**config.mk**
```make
export PLATFORM = sky130hd
export DESIGN_NAME = audio_sample_sink
export DESIGN_NICKNAME = d
export VERILOG_FILES = /design/src/rtl/audio_pkg.sv /design/src/rtl/audio_sample_sink_fifo.sv /design/src/rtl/audio_sample_sink.sv
export SDC_FILE = /design/constraint.sdc
export NUM_CORES = 1
export LEC_CHECK = 0
export BUFFER_PORTS_ARGS = -buffer_cell sky130_fd_sc_hd__buf_2
export CAP_MARGIN = 25
export CORE_MARGIN = 2
export CORE_UTILIZATION = 35
export DETAILED_ROUTE_END_ITERATION = 12
export MAX_ROUTING_LAYER = met4
export SYNTH_ARGS = -nofsm -noshare
export SYNTH_HDL_FRONTEND = slang
export SYNTH_HIERARCHICAL = 1
export SYNTH_SLANG_ARGS = --single-unit
```
**constraint.sdc**
```tcl
create_clock -name clk -period 10.5 [get_ports clk]
set_input_delay 0 -clock clk [delete_from_list [all_inputs] [get_ports clk]]
set_output_delay 0 -clock clk [all_outputs]
set_load 0.02 [all_outputs]
```
**src/rtl/audio_pkg.sv**
```systemverilog
// Shared types, default sizes and the sample conversion used by audio_sample_sink.
package audio_pkg;
    localparam int SAMPLE_W       = 8;
    localparam int OUT_W          = 16;
    localparam int VOL_MAX        = 7;
    localparam int VOL_W          = 3;
    localparam int FIFO_DEPTH_DEF = 8;

    typedef enum logic {PRIME = 1'b0, RUN = 1'b1} sink_state_t;

    // Left-align the signed sample in the codec word, then attenuate by 2^-(VOL_MAX-volume).
    function automatic logic [OUT_W-1:0] convert_sample(
        input logic [SAMPLE_W-1:0] sample,
        input logic [VOL_W-1:0]    volume,
        input logic                mute
    );
        logic signed [OUT_W-1:0] aligned;
        logic signed [OUT_W-1:0] scaled;
        logic [VOL_W-1:0]        shift;
        aligned = {sample, {(OUT_W-SAMPLE_W){1'b0}}};
        shift   = VOL_W'(VOL_MAX) - volume;
        scaled  = aligned >>> shift;
        return mute ? '0 : scaled;
    endfunction
endpackage

```
**src/rtl/audio_sample_sink_fifo.sv**
```systemverilog
// Small synchronous sample FIFO with wrap-bit pointers; a write into a full FIFO is
// accepted when a read happens in the same cycle. Read data is the current head.
module sample_fifo #(
    parameter int DEPTH = 8,
    parameter int WIDTH = 8
) (
    input  logic                     clk,
    input  logic                     reset,
    input  logic                     clear,
    input  logic                     wr,
    input  logic                     rd,
    input  logic [WIDTH-1:0]         wr_data,
    output logic [WIDTH-1:0]         rd_data,
    output logic                     full,
    output logic                     empty,
    output logic [$clog2(DEPTH):0]   level
);
    localparam int AW = $clog2(DEPTH);
    localparam logic [AW:0] DEPTH_L = DEPTH[AW:0];

    logic [WIDTH-1:0] mem [DEPTH];
    logic [AW:0]      wptr_q, wptr_d;
    logic [AW:0]      rptr_q, rptr_d;
    logic             do_wr;
    logic             do_rd;

    assign level   = wptr_q - rptr_q;
    assign full    = (level == DEPTH_L);
    assign empty   = (level == '0);
    assign do_rd   = rd & ~empty & ~clear;
    assign do_wr   = wr & (~full | do_rd) & ~clear;
    assign rd_data = mem[rptr_q[AW-1:0]];

    always_comb begin
        wptr_d = wptr_q;
        rptr_d = rptr_q;
        if (clear) begin
            wptr_d = '0;
            rptr_d = '0;
        end else begin
            if (do_wr) wptr_d = wptr_q + 1'b1;
            if (do_rd) rptr_d = rptr_q + 1'b1;
        end
    end

    always_ff @(posedge clk) begin
        if (reset) begin
            wptr_q <= '0;
            rptr_q <= '0;
        end else begin
            wptr_q <= wptr_d;
            rptr_q <= rptr_d;
        end
    end

    // Storage carries no reset; only the pointers define validity.
    always_ff @(posedge clk) begin
        if (do_wr) mem[wptr_q[AW-1:0]] <= wr_data;
    end
endmodule

```
**src/rtl/audio_sample_sink.sv**
```systemverilog
// Buffers strobed 8-bit samples, applies volume/mute at load time and feeds the codec
// over valid/ready, re-priming the FIFO to half full after every underrun.
module audio_sample_sink
    import audio_pkg::*;
#(
    parameter int FIFO_DEPTH = FIFO_DEPTH_DEF
) (
    input  logic                          clk,
    input  logic                          reset,
    input  logic [SAMPLE_W-1:0]           sample_in,
    input  logic                          sample_strobe,
    input  logic                          flush,
    input  logic                          vol_up,
    input  logic                          vol_down,
    input  logic                          mute,
    output logic [OUT_W-1:0]              out_data,
    output logic                          out_valid,
    input  logic                          out_ready,
    output logic [VOL_W-1:0]              volume,
    output logic [$clog2(FIFO_DEPTH):0]   fifo_level,
    output logic                          overflow,
    output logic [15:0]                   underrun_count
);
    localparam int LW = $clog2(FIFO_DEPTH) + 1;
    localparam logic [LW-1:0]    HALF    = LW'(FIFO_DEPTH / 2);
    localparam logic [VOL_W-1:0] VOL_TOP = VOL_W'(VOL_MAX);

    sink_state_t       state_q, state_d;
    logic              strobe_q;
    logic [OUT_W-1:0]  out_data_q, out_data_d;
    logic              out_valid_q, out_valid_d;
    logic [VOL_W-1:0]  volume_q, volume_d;
    logic              overflow_q, overflow_d;
    logic [15:0]       underrun_q, underrun_d;

    logic              wr;
    logic              fifo_wr;
    logic              pop;
    logic              underrun;
    logic              fifo_full;
    logic              fifo_empty;
    logic [SAMPLE_W-1:0] fifo_head;
    logic [LW-1:0]     level;

    assign wr      = sample_strobe & ~strobe_q;
    assign fifo_wr = wr & ~flush;

    sample_fifo #(
        .DEPTH (FIFO_DEPTH),
        .WIDTH (SAMPLE_W)
    ) u_fifo (
        .clk     (clk),
        .reset   (reset),
        .clear   (flush),
        .wr      (fifo_wr),
        .rd      (pop),
        .wr_data (sample_in),
        .rd_data (fifo_head),
        .full    (fifo_full),
        .empty   (fifo_empty),
        .level   (level)
    );

    // State register.
    always_ff @(posedge clk) begin
        if (reset) state_q <= PRIME;
        else       state_q <= state_d;
    end

    // Next-state logic.
    always_comb begin
        state_d = state_q;
        if (flush) begin
            state_d = PRIME;
        end else begin
            case (state_q)
                PRIME:   if (level >= HALF) state_d = RUN;
                RUN:     if (underrun)      state_d = PRIME;
                default: state_d = PRIME;
            endcase
        end
    end

    // FSM outputs: a load slot opens whenever the output register is empty or being taken.
    always_comb begin
        pop      = 1'b0;
        underrun = 1'b0;
        if (state_q == RUN && !flush && (!out_valid_q || out_ready)) begin
            if (fifo_empty) underrun = 1'b1;
            else            pop      = 1'b1;
        end
    end

    always_comb begin
        out_data_d  = out_data_q;
        out_valid_d = out_valid_q;
        overflow_d  = overflow_q;
        underrun_d  = underrun_q;
        if (flush) begin
            out_data_d  = '0;
            out_valid_d = 1'b0;
            overflow_d  = 1'b0;
        end else begin
            if (pop) begin
                out_data_d  = convert_sample(fifo_head, volume_q, mute);
                out_valid_d = 1'b1;
            end else if (underrun) begin
                out_valid_d = 1'b0;
            end
            if (wr && fifo_full && !pop) overflow_d = 1'b1;
        end
        if (underrun && underrun_q != 16'hFFFF) underrun_d = underrun_q + 1'b1;
    end

    always_comb begin
        volume_d = volume_q;
        if (vol_up && !vol_down && volume_q != VOL_TOP)
            volume_d = volume_q + 1'b1;
        else if (vol_down && !vol_up && volume_q != '0)
            volume_d = volume_q - 1'b1;
    end

    // Edge register resets high so a strobe already asserted at release is not a new sample.
    always_ff @(posedge clk) begin
        if (reset) begin
            strobe_q    <= 1'b1;
            out_data_q  <= '0;
            out_valid_q <= 1'b0;
            volume_q    <= VOL_TOP;
            overflow_q  <= 1'b0;
            underrun_q  <= '0;
        end else begin
            strobe_q    <= sample_strobe;
            out_data_q  <= out_data_d;
            out_valid_q <= out_valid_d;
            volume_q    <= volume_d;
            overflow_q  <= overflow_d;
            underrun_q  <= underrun_d;
        end
    end

    assign out_data       = out_data_q;
    assign out_valid      = out_valid_q;
    assign volume         = volume_q;
    assign fifo_level     = level;
    assign overflow       = overflow_q;
    assign underrun_count = underrun_q;
endmodule

```
## Word level (Yosys, flattened, before mapping)

Memories as Yosys holds them, arrays and structs flattened. A register that Yosys moved wholly into a read port is not among the register bits.
Index checks and enable logic that the tools add are counted.

- $add $sub $neg: 7
- $lt $le $gt $ge: 1
- Eq/ne operators: 3
- Shifts and indexed selects: 1
- Muxes and demuxes: 16
- Bitwise operators: 12
- Reduce and logical (&&, ||, !) cells: 20

Operator list:

| kind | count |
|---|---|
| 16-bit by 1-bit adder with 16-bit output, second input constant | 1 |
| 16-bit two-way mux | 1 |
| 16-bit != test, second input constant | 1 |
| 16-bit by 3-bit >>> shifter with 16-bit output | 1 |
| 3-bit two-way mux | 4 |
| 1-bit two-way mux | 10 |
| 1-bit logical AND | 9 |
| 4-bit by 1-bit adder with 4-bit output, second input constant | 2 |
| 1-bit bitwise AND | 6 |
| 1-bit zero test | 5 |
| 1-bit inverter | 5 |
| 4-bit == test, second input constant | 1 |
| 4-bit by 3-bit greater-or-equal comparator with 1-bit output, second input constant | 1 |
| 4-bit zero test | 1 |
| 2-bit nonzero test | 2 |
| 4-bit subtractor | 1 |
| 3-bit by 1-bit adder with 3-bit output, second input constant | 1 |
| 3-bit != test, second input constant | 1 |
| 3-bit nonzero test | 1 |
| 3-bit by 1-bit subtractor with 3-bit output, second input constant | 1 |
| 3-bit subtractor, first input constant | 1 |
| 1-bit case mux with 2 select lines | 1 |
| 2-bit OR reduction | 1 |
| 1-bit logical OR | 1 |
| 1-bit bitwise OR | 1 |

- Bits in registers: 47
- RAM bits: 64
- Input bits: 16
- Logic and storage cells: 70
- Memories kept: 1

Memory list:

| memory | words | width | read ports | clocked after memory_dff | wr ports | RTL line | RTL |
|---|---|---|---|---|---|---|---|
| u_fifo.mem | 8 | 8 | 1 | 1 | 1 | audio_sample_sink_fifo.sv:21 | `logic [WIDTH-1:0] mem [DEPTH];` |

## Logic depth before layout (Yosys ltp)

Gate-level depths: netlist of run 1.

- Depth after elaboration: 11
- Depth in mapped cells: 14
- Depth with buffers taken out: 12

## Modules after synthesis

The synthesis of run 1 kept the hierarchy.

By module, submodules not included:

| module | times used | cells an instance | area each (sq um) | sequential area each (sq um) |
|---|---|---|---|---|
| sample_fifo | 1 | 177 | 3116.7 | 2142.1 |
| audio_sample_sink | 1 | 249 | 2047.0 | 760.7 |

## Worst setup path after synthesis of run 1

No wires, ideal clock.

- Path type: reg2reg
- Start point: register u_fifo.wptr_q[0]
- End point: memory u_fifo.mem[2][0], enable pin
- Setup time: 0.398 ns
- Arrival time: 3.451 ns
- Required time: 10.102 ns
- Slack: 6.651 ns
- Cell stages (with the launch flop): 14
- Path buffers: 2
- Period minus slack after synthesis: 3.849 ns
- Path through: dfxtp_1 clkbuf_1 inv_1 ha_1 inv_1 fa_1 xor2_1 or3_1 buf_2 nor2_1 nand3b_1 inv_1 o41ai_4 nor4b_1

- Cells in the longest elaborated chain, start to end: 11
- Elaborated cells between the ends (all ways): 14
- Classes of those cells: add/sub (1); eq/ne (1); mux (4); bitwise (7); reduce/logical (1)

RTL lines:

| element | RTL line | RTL |
|---|---|---|
| start: declaration | audio_sample_sink_fifo.sv:22 | `logic [AW:0] wptr_q, wptr_d;` |
| start signal: assignment | audio_sample_sink_fifo.sv:51 | `wptr_q <= wptr_d;` |
| 4-bit subtractor | audio_sample_sink_fifo.sv:27 | `assign level = wptr_q - rptr_q;` |
| named net fifo_level[2] | audio_sample_sink.sv:20 | `output logic [$clog2(FIFO_DEPTH):0] fifo_level,` |
| 4-bit zero test | audio_sample_sink_fifo.sv:29 | `assign empty = (level == '0);` |
| named net fifo_empty | audio_sample_sink.sv:41 | `logic fifo_empty;` |
| 1-bit two-way mux | audio_sample_sink.sv:89 | `if (fifo_empty) underrun = 1'b1;` |
| 1-bit two-way mux | audio_sample_sink.sv:88 | `if (state_q == RUN && !flush && (!out_valid_q \|\| out_ready)) begin` |
| named net pop | audio_sample_sink.sv:38 | `logic pop;` |
| 1-bit bitwise AND (2 in series) | audio_sample_sink_fifo.sv:30 | `assign do_rd = rd & ~empty & ~clear;` |
| 1-bit bitwise OR | audio_sample_sink_fifo.sv:31 | `assign do_wr = wr & (~full \| do_rd) & ~clear;` |
| 1-bit bitwise AND (2 in series) | audio_sample_sink_fifo.sv:31 |  |
| 1-bit two-way mux | audio_sample_sink_fifo.sv:58 | `if (do_wr) mem[wptr_q[AW-1:0]] <= wr_data;` |
| 1-bit two-way mux (not written as such) | audio_sample_sink_fifo.sv:58 |  |
| end: declaration | audio_sample_sink_fifo.sv:21 |  |

The timed path passes the listed nets, and every way through them passes these cells.

## Worst setup path after layout of run 1

- Start point: register u_fifo.wptr_q[0]
- End point: memory u_fifo.mem[7][2], enable pin

- Cells in the longest elaborated chain, start to end: 11
- Elaborated cells between the ends (all ways): 14
- Classes of those cells: add/sub (1); eq/ne (1); mux (4); bitwise (7); reduce/logical (1)

RTL lines:

| element | RTL line |
|---|---|
| 4-bit subtractor | audio_sample_sink_fifo.sv:27 |
| 4-bit zero test | audio_sample_sink_fifo.sv:29 |
| named net fifo_empty | audio_sample_sink.sv:41 |
| 1-bit two-way mux | audio_sample_sink.sv:89 |
| 1-bit two-way mux | audio_sample_sink.sv:88 |
| named net pop | audio_sample_sink.sv:38 |
| 1-bit bitwise AND (2 in series) | audio_sample_sink_fifo.sv:30 |
| 1-bit bitwise OR | audio_sample_sink_fifo.sv:31 |
| 1-bit bitwise AND (2 in series) | audio_sample_sink_fifo.sv:31 |
| 1-bit two-way mux | audio_sample_sink_fifo.sv:58 |
| 1-bit two-way mux (not written as such) | audio_sample_sink_fifo.sv:58 |

The timed path passes the listed nets, and every way through them passes these cells.

==> results_tabular.tex, run 1 <==
\begin{tabular}{lr}
\hline
Metric & Value \\
\hline
\multicolumn{2}{l}{\textbf{Status}} \\
\quad Run status & finished clean \\
\multicolumn{2}{l}{\textbf{Timing}} \\
\quad Unrepaired setup endpoints after global routing & false \\
\quad Final worst path period share & 37.8\% \\
\quad Final setup violation count & 0 \\
\quad Max\_slew headroom & 43.1\% \\
\quad Measured slew at the worst slew-check pin & 0.853 ns \\
\quad Setup TNS & 0 ns \\
\quad Top achievable clock speed & 252 MHz \\
\quad Clock skew after layout & approximately 0.012 ns \\
\quad Final Critical Period & 3.96 ns \\
\quad Total count of max-transition violations in the final report & 0 \\
\quad Final count of hold timing violations & 0 \\
\multicolumn{2}{l}{\textbf{Setup path}} \\
\quad Worst R2R End & u\_fifo/mem[7][2] \\
\quad Reg2reg path depth & 10 \\
\quad CP Launch Type & register \\
\quad Maximum net fanout on the critical path & 12 \\
\quad CP endpoint kind & register \\
\quad Start-to-end type of the worst setup path & reg2reg \\
\quad Data required time at the worst endpoint & 10.60 ns \\
\quad Data arrival, critical path & 4.07 ns \\
\quad Startpoint of the lowest-slack register-to-register path & u\_fifo/wptr\_q[0] \\
\quad FF-to-FF setup slack & between 6 and 7 ns \\
\multicolumn{2}{l}{\textbf{Logic synthesis}} \\
\quad Synth Area in Adders & 2.23\% \\
\quad Number of different library cells in the post-synthesis netlist & 63 \\
\quad Dominant combinational cell family by area after synthesis & simple AND/OR/NAND/NOR gates \\
\quad Async SR Flop Fraction & 0\% \\
\quad Synth Flop Type & sky130\_fd\_sc\_hd\_\_edfxtp\_1 \\
\quad Post-synth net total & 450 \\
\quad Avg Inst Size Synth & 12.1 um2 \\
\quad Area share of xor/xnor cells in the synthesized design & 2.54\% \\
\quad Simple-gate share of the synthesized area & 16.0\% \\
\quad Synthesized flop and latch total & roughly 110 \\
\quad Gate count of the mapped netlist & 426 \\
\quad Mux cell area share after synthesis & about an eighth \\
\quad Area of the mapped netlist & around 5200 um2 \\
\quad Post-synthesis compound-gate area fraction & 7.51\% \\
\quad Post-synth EDFFs & 64 \\
\quad Fraction of the yosys area taken by sequential cells & 56.2\% \\
\quad Total number of yosys warnings & 6 \\
\multicolumn{2}{l}{\textbf{Die}} \\
\quad Die extent in y & roughly 130 um \\
\quad Initial standard-cell utilization of the core & 35.7\% \\
\quad Placeable Area & around 14000 um2 \\
\quad Count of standard-cell rows & 44 \\
\quad Overall die area & 15700 um2 \\
\quad I/O pin cnt & 57 \\
\quad Die extent in x & approximately 130 um \\
\multicolumn{2}{l}{\textbf{Clocking}} \\
\quad Number of post-CTS setup repair buffers & 0 \\
\quad Clock insertion delay at the later pin of the skew report & 0.41 ns \\
\quad Worst-case clock buffer depth & 2 \\
\quad CTS HTree Levels & 4 \\
\quad Number of sinks driven by the clock tree & 113 \\
\quad Number of gates resized after CTS & 0 \\
\quad CTS buffer count & 17 \\
\quad CTS tree & done \\
\quad Register clock-pin slew on the reported worst setup and hold paths & around 0.060 ns \\
\quad Clock root cell & sky130\_fd\_sc\_hd\_\_clkbuf\_16 \\
\multicolumn{2}{l}{\textbf{Routing}} \\
\quad Total iterations of the first detailed-routing run & 4 \\
\quad Sum of routed wire length over all layers & 11.3 mm \\
\quad Remaining DRCs & 0 \\
\quad Antenna violation net count after detailed routing & 0 \\
\quad Drt wl/cell & 16.2 um \\
\quad Detailed router's first-iteration violation count & $\sim$310 \\
\quad DR vias & 3579 \\
\quad Post-DR vias/cell & between 5 and 6 \\
\multicolumn{2}{l}{\textbf{Final layout}} \\
\quad Antenna cell count & 0 \\
\quad Most common cell after layout, fill and taps aside & sky130\_fd\_sc\_hd\_\_edfxtp\_1 \\
\quad Area growth from synthesis to final layout & 22.8\% \\
\quad Fraction of layout instances using a drive strength above 1 & 28.1\% \\
\quad Commonest non-fill, non-tap cells in the layout & sky130\_fd\_sc\_hd\_\_edfxtp\_1, sky130\_fd\_sc\_hd\_\_buf\_2, sky130\_fd\_sc\_hd\_\_dfxtp\_1, sky130\_fd\_sc\_hd\_\_nor2\_1, sky130\_fd\_sc\_hd\_\_nand2\_1 \\
\quad Nets@finish & 524 \\
\quad Non-Filler Cell Area, Final & 6340 um2 \\
\multicolumn{2}{l}{\textbf{Flow run}} \\
\quad Max-cap viol count & 0 \\
\multicolumn{2}{l}{\textbf{Global route}} \\
\quad First-pass GRT wire length & 18.0 mm \\
\quad Total track usage & 15.3\% \\
\quad Initial antenna violation count & 0 \\
\quad Total gr overflow & 0 \\
\quad Largest net degree at the start of global routing & 27 \\
\quad Number of global-route vias before repair & 3375 \\
\multicolumn{2}{l}{\textbf{Min path}} \\
\quad Min-delay worst type & in2reg \\
\quad Worst min-delay path startpoint & reset \\
\quad Count of cells along the worst hold path & 2 \\
\quad Endpoint of the worst hold-timing path & underrun\_count[1] \\
\multicolumn{2}{l}{\textbf{Power}} \\
\quad Pwr Density & 163 nW/um2 \\
\quad Post-layout power & 1.04 mW \\
\quad Worst vdd rail ir drop & 0.115 mV \\
\quad Leakage power & 2.37 nW \\
\multicolumn{2}{l}{\textbf{Place}} \\
\quad Half-perimeter wire length after detailed placement & 8.05 mm \\
\quad Gp weighted congestion & roughly 0.81 \\
\quad Post-DP Area & 5630 um2 \\
\quad Number of buffer cells added on primary ports & 55 \\
\hline
\end{tabular}
## metrics by stage
step | worst slack (ns) | cells | hold slack [ns] | util, %
6_report | 6.54 | 697 | 0.0281 | 43.8
5_1_grt | 6.21 | 697 | 0.0467 | 43.8
4_1_cts | 6.37 | 695 | 0.0202 | 43.7
3_5_place_dp | 6.41 | 649 | 0.222 | 38.9
3_3_place_gp | 6.53 | 647 | 0.219 | 38.7
2_1_floorplan | 6.65 | 426 | 0.0989 | -
## layer usage
metal	track usage (%)	vias up	part of all wire, %
met4	5.10	0	0.78
met5	-	-	0
met3	4.11	5	5.5
met1	20.6	1726	47
met2	22.5	96	47
li1	-	1752	-
## power breakdown
| group | leakage, nW | internal (mW) | switching (mW) |
|---|---|---|---|
| clock | 0.264 | 0.315 | 0.218 |
| sequential | 0.970 | 0.468 | 0.00355 |
| combinational | 1.14 | 0.0142 | 0.0181 |
## logic make-up after synthesis
kind of cell,after synthesis
multiplexers,41
flip-flops,113
adder cells (fa/ha/maj),8
buffers and inverters,34
AND/OR/NAND/NOR,154
AO/OA/AOI/OAI,60
XOR/XNOR,15
other,1
## Yosys cell counts (8+ instances only)
cell	instances	area (um2)
sky130_fd_sc_hd__a21oi_1	21	105
sky130_fd_sc_hd__clkbuf_1	11	41.3
sky130_fd_sc_hd__dfxtp_1	49	981
sky130_fd_sc_hd__edfxtp_1	64	1920
sky130_fd_sc_hd__inv_1	12	45.0
sky130_fd_sc_hd__mux2_2	9	101
sky130_fd_sc_hd__mux2i_1	13	130
sky130_fd_sc_hd__mux4_2	19	428
sky130_fd_sc_hd__nand2_1	37	139
sky130_fd_sc_hd__nand3_1	12	60.1
sky130_fd_sc_hd__nor2_1	39	146
sky130_fd_sc_hd__nor3_1	9	45.0
sky130_fd_sc_hd__o21ai_0	19	95.1
sky130_fd_sc_hd__xor2_1	8	70.1
## how the worst max path moves through the flow
stage,to,from,depth (start not counted),slack [ns]
after floorplan,u_fifo/mem[2][0],u_fifo/wptr_q[0],13,6.65
after global placement,u_fifo/mem[5][5],u_fifo/wptr_q[0],12,6.53
after detailed placement,u_fifo/mem[4][5],u_fifo/wptr_q[0],12,6.41
after CTS,u_fifo/mem[6][3],u_fifo/wptr_q[0],12,6.37
after global routing,u_fifo/mem[7][2],u_fifo/wptr_q[0],10,6.21
final,u_fifo/mem[7][2],u_fifo/wptr_q[0],10,6.54
## worst max-delay path: stages, from the launching register on
cell and delay (ns):
sky130_fd_sc_hd__dfxtp_1 0.49, sky130_fd_sc_hd__inv_1 0.14, sky130_fd_sc_hd__ha_1 0.24, sky130_fd_sc_hd__inv_1 0.07, sky130_fd_sc_hd__fa_1 0.42, sky130_fd_sc_hd__or3_1 0.46
sky130_fd_sc_hd__nor2_1 0.22, sky130_fd_sc_hd__nand3b_1 0.39, sky130_fd_sc_hd__inv_1 0.26, sky130_fd_sc_hd__o41ai_4 0.65, sky130_fd_sc_hd__nor2_1 0.32
## repair_timing
action	CTS	global route
hold buffers	14	0
endpoints found under the setup margin	0	0
endpoints found under the hold margin	73	0
## cell type report
cell class	instances	area, um2
clock inverters	14	123
repair buffers	77	478
well taps	184	230
flip-flops and latches	113	2900
clock buffers	18	439
inverters	12	45.0
multi-input cells	279	2120
fillers	1338	8140
## flip-flops by register name, summed over array words and instances, names as in the netlist, named ones only
| signal | flops |
|---|---|
| out_data | 15 |
| out_valid | 1 |
| overflow | 1 |
| state_q | 1 |
| strobe_q | 1 |
| u_fifo/mem | 64 |
| u_fifo/rptr_q | 4 |
| u_fifo/wptr_q | 4 |
| underrun_count | 16 |
| volume | 3 |
Note: power is estimated with default switching activity, not from simulation.
==> inputs of run 2 (changes only) <==
==> constraint.sdc (replaced) <==
create_clock -name clk -period 3.43 [get_ports clk]
set_input_delay 0 -clock clk [delete_from_list [all_inputs] [get_ports clk]]
set_output_delay 0 -clock clk [all_outputs]
set_load 0.02 [all_outputs]
==> results_tabular.tex, run 2 (synthesized netlist as in run 1, its figures left out) <==
\begin{tabular}{lr}
\hline
Metric & Value \\
\hline
\multicolumn{2}{l}{\textbf{Status}} \\
\quad Run status & finished clean \\
\multicolumn{2}{l}{\textbf{Global route}} \\
\quad Number of global-route vias before repair & 3566 \\
\quad Total track usage & 15.3\% \\
\quad Largest net degree at the start of global routing & 27 \\
\quad First-pass GRT wire length & 18.4 mm \\
\quad Total gr overflow & 0 \\
\quad Initial antenna violation count & 0 \\
\multicolumn{2}{l}{\textbf{Setup path}} \\
\quad Maximum net fanout on the critical path & 7 \\
\quad CP endpoint kind & register \\
\quad Largest stage delay on the critical path & 0.53 ns \\
\quad List of cells traversed by the critical path & inv\_1 -> ha\_1 -> inv\_1 -> fa\_1 -> xor2\_2 -> or3\_1 -> nor2\_1 -> nand3b\_1 -> inv\_1 -> o41a\_2 -> nand2\_1 -> nor3\_1 -> buf\_2 \\
\quad Start-to-end type of the worst setup path & reg2reg \\
\quad Critical path's top delay family & simple AND/OR/NAND/NOR gates \\
\quad Cell at the slowest stage of the critical path & sky130\_fd\_sc\_hd\_\_o41a\_2 \\
\quad CP Launch Type & register \\
\quad Count of buffering cells on the critical path with inverters included & 4 \\
\quad Most numerous cell on the critical path & sky130\_fd\_sc\_hd\_\_inv\_1 \\
\quad Data arrival, critical path & 3.30 ns \\
\quad Data required time at the worst endpoint & 3.59 ns \\
\multicolumn{2}{l}{\textbf{Power}} \\
\quad Post-layout power & 3.38 mW \\
\quad Leakage power & 2.46 nW \\
\quad Pwr Density & 521 nW/um2 \\
\quad Worst vdd rail ir drop & 0.380 mV \\
\multicolumn{2}{l}{\textbf{Timing}} \\
\quad Final Critical Period & approximately 3.1 ns \\
\quad Unrepaired setup endpoints after global routing & false \\
\quad Setup slack after layout & 0.290 ns \\
\quad Total count of max-transition violations in the final report & 0 \\
\quad Worst hold-check slack & 0.0181 ns \\
\quad Clock skew after layout & 0.00418 ns \\
\quad Max\_slew headroom & 44.8\% \\
\quad Final setup violation count & 0 \\
\quad Top achievable clock speed & 318 MHz \\
\quad Measured slew at the worst slew-check pin & 0.827 ns \\
\quad Final count of hold timing violations & 0 \\
\quad Final worst path period share & 91.6\% \\
\multicolumn{2}{l}{\textbf{Final layout}} \\
\quad Fraction of layout instances using a drive strength above 1 & 30.0\% \\
\quad Number of flip-flops in the largest register & between 60 and 70 \\
\quad Commonest non-fill, non-tap cells in the layout & sky130\_fd\_sc\_hd\_\_edfxtp\_1, sky130\_fd\_sc\_hd\_\_buf\_2, sky130\_fd\_sc\_hd\_\_dfxtp\_1, sky130\_fd\_sc\_hd\_\_nor2\_1, sky130\_fd\_sc\_hd\_\_nand2\_1 \\
\quad Most common cell after layout, fill and taps aside & sky130\_fd\_sc\_hd\_\_edfxtp\_1 \\
\quad FILL cells & 1343 \\
\quad Final Instance Count excl. Fillers & 707 \\
\quad Area growth from synthesis to final layout & 25.6\% \\
\quad Nets@finish & 534 \\
\quad Antenna cell count & 0 \\
\quad Non-Filler Cell Area, Final & 6490 um2 \\
\multicolumn{2}{l}{\textbf{Flow run}} \\
\quad Max-cap viol count & 0 \\
\multicolumn{2}{l}{\textbf{Die}} \\
\quad Die extent in y & about 130 um \\
\quad Count of standard-cell rows & 44 \\
\quad Die extent in x & 125 um \\
\quad Overall die area & 15700 um2 \\
\quad I/O pin cnt & 57 \\
\quad Placeable Area & 14500 um2 \\
\quad Initial standard-cell utilization of the core & 35.7\% \\
\multicolumn{2}{l}{\textbf{Clocking}} \\
\quad CTS buffer count & 17 \\
\quad Hold bufs inserted after CTS & 14 \\
\quad Register clock-pin slew on the reported worst setup and hold paths & approximately 0.06 ns \\
\quad Number of gates resized after CTS & 0 \\
\quad Clock insertion delay at the later pin of the skew report & 0.41 ns \\
\quad Worst-case clock buffer depth & 2 \\
\quad Number of post-CTS setup repair buffers & 0 \\
\quad Clock root cell & sky130\_fd\_sc\_hd\_\_clkbuf\_16 \\
\quad CTS HTree Levels & 4 \\
\quad CTS tree & done \\
\quad Number of sinks driven by the clock tree & around 110 \\
\multicolumn{2}{l}{\textbf{Place}} \\
\quad Half-perimeter wire length after detailed placement & 7.92 mm \\
\quad Number of placed cells counting well taps & 661 \\
\quad Pre-CTS WS & 0.283 ns \\
\quad Number of buffer cells added on primary ports & 55 \\
\quad Gp weighted congestion & $\sim$0.82 \\
\quad Post-DP Area & 5730 um2 \\
\multicolumn{2}{l}{\textbf{Routing}} \\
\quad Antenna violation net count after detailed routing & 0 \\
\quad Total iterations of the first detailed-routing run & 4 \\
\quad DR vias & 3621 \\
\quad Sum of routed wire length over all layers & between 10 and 15 mm \\
\quad Drt wl/cell & 15.8 um \\
\quad Detailed router's first-iteration violation count & between 200 and 250 \\
\quad Post-DR vias/cell & 5.12 \\
\quad Remaining DRCs & 0 \\
\multicolumn{2}{l}{\textbf{Min path}} \\
\quad Min-delay worst type & in2reg \\
\hline
\end{tabular}
[run 2: final timing paths]
kind	cells after the start	endpoint	startpoint	slack (ns)
max reg2reg	13	u_fifo/mem[5][5]	u_fifo/wptr_q[0]	0.29
min	2	underrun_count[8]	reset	0.02
min reg2reg	2	out_data[13]	out_data[13]	0.44
max	13	u_fifo/mem[5][5]	u_fifo/wptr_q[0]	0.29
[run 2: where the power goes]
part           internal, mW  switching (mW)  total [mW]
Sequential             1.43         0.00841        1.44
Combinational        0.0443          0.0550      0.0993
Clock                  1.21           0.624        1.84
[run 2: area by class of cell]
class                      instances  area (um2)  share of cell area [%]
clock buffer                      18         429                    6.62
multi-input combinational        279        2150                    33.1
inverter                          12        45.0                   0.694
timing repair buffer              87         546                    8.41
clock inverter                    14         188                    2.89
tap                              184         230                    3.55
sequential                       113        2900                    44.8
[run 2: worst register-to-register path: stages (launching register included)]
cell and delay, ns:
sky130_fd_sc_hd__dfxtp_1 0.30, sky130_fd_sc_hd__inv_1 0.09, sky130_fd_sc_hd__ha_1 0.20, sky130_fd_sc_hd__inv_1 0.07, sky130_fd_sc_hd__fa_1 0.40, sky130_fd_sc_hd__xor2_2 0.16, sky130_fd_sc_hd__or3_1 0.33, sky130_fd_sc_hd__nor2_1 0.13
sky130_fd_sc_hd__nand3b_1 0.14, sky130_fd_sc_hd__inv_1 0.09, sky130_fd_sc_hd__o41a_2 0.53, sky130_fd_sc_hd__nand2_1 0.16, sky130_fd_sc_hd__nor3_1 0.09, sky130_fd_sc_hd__buf_2 0.19
[run 2: metal layers]
layer,global-route usage [%],part of all wire [%]
met1,18.9,45
met2,24.1,49
met3,3.89,3.8
met4,6.27,1.7
met5,-,0
[run 2: through the flow]
| step | setup TNS [ns] | utilization (%) |
|---|---|---|
| 2_1_floorplan | -3.38 | - |
| 3_3_place_gp | 0 | 39.5 |
| 3_5_place_dp | 0 | 39.6 |
| 4_1_cts | 0 | 44.8 |
| 5_1_grt | 0 | 44.8 |
| 6_report | 0 | 44.8 |
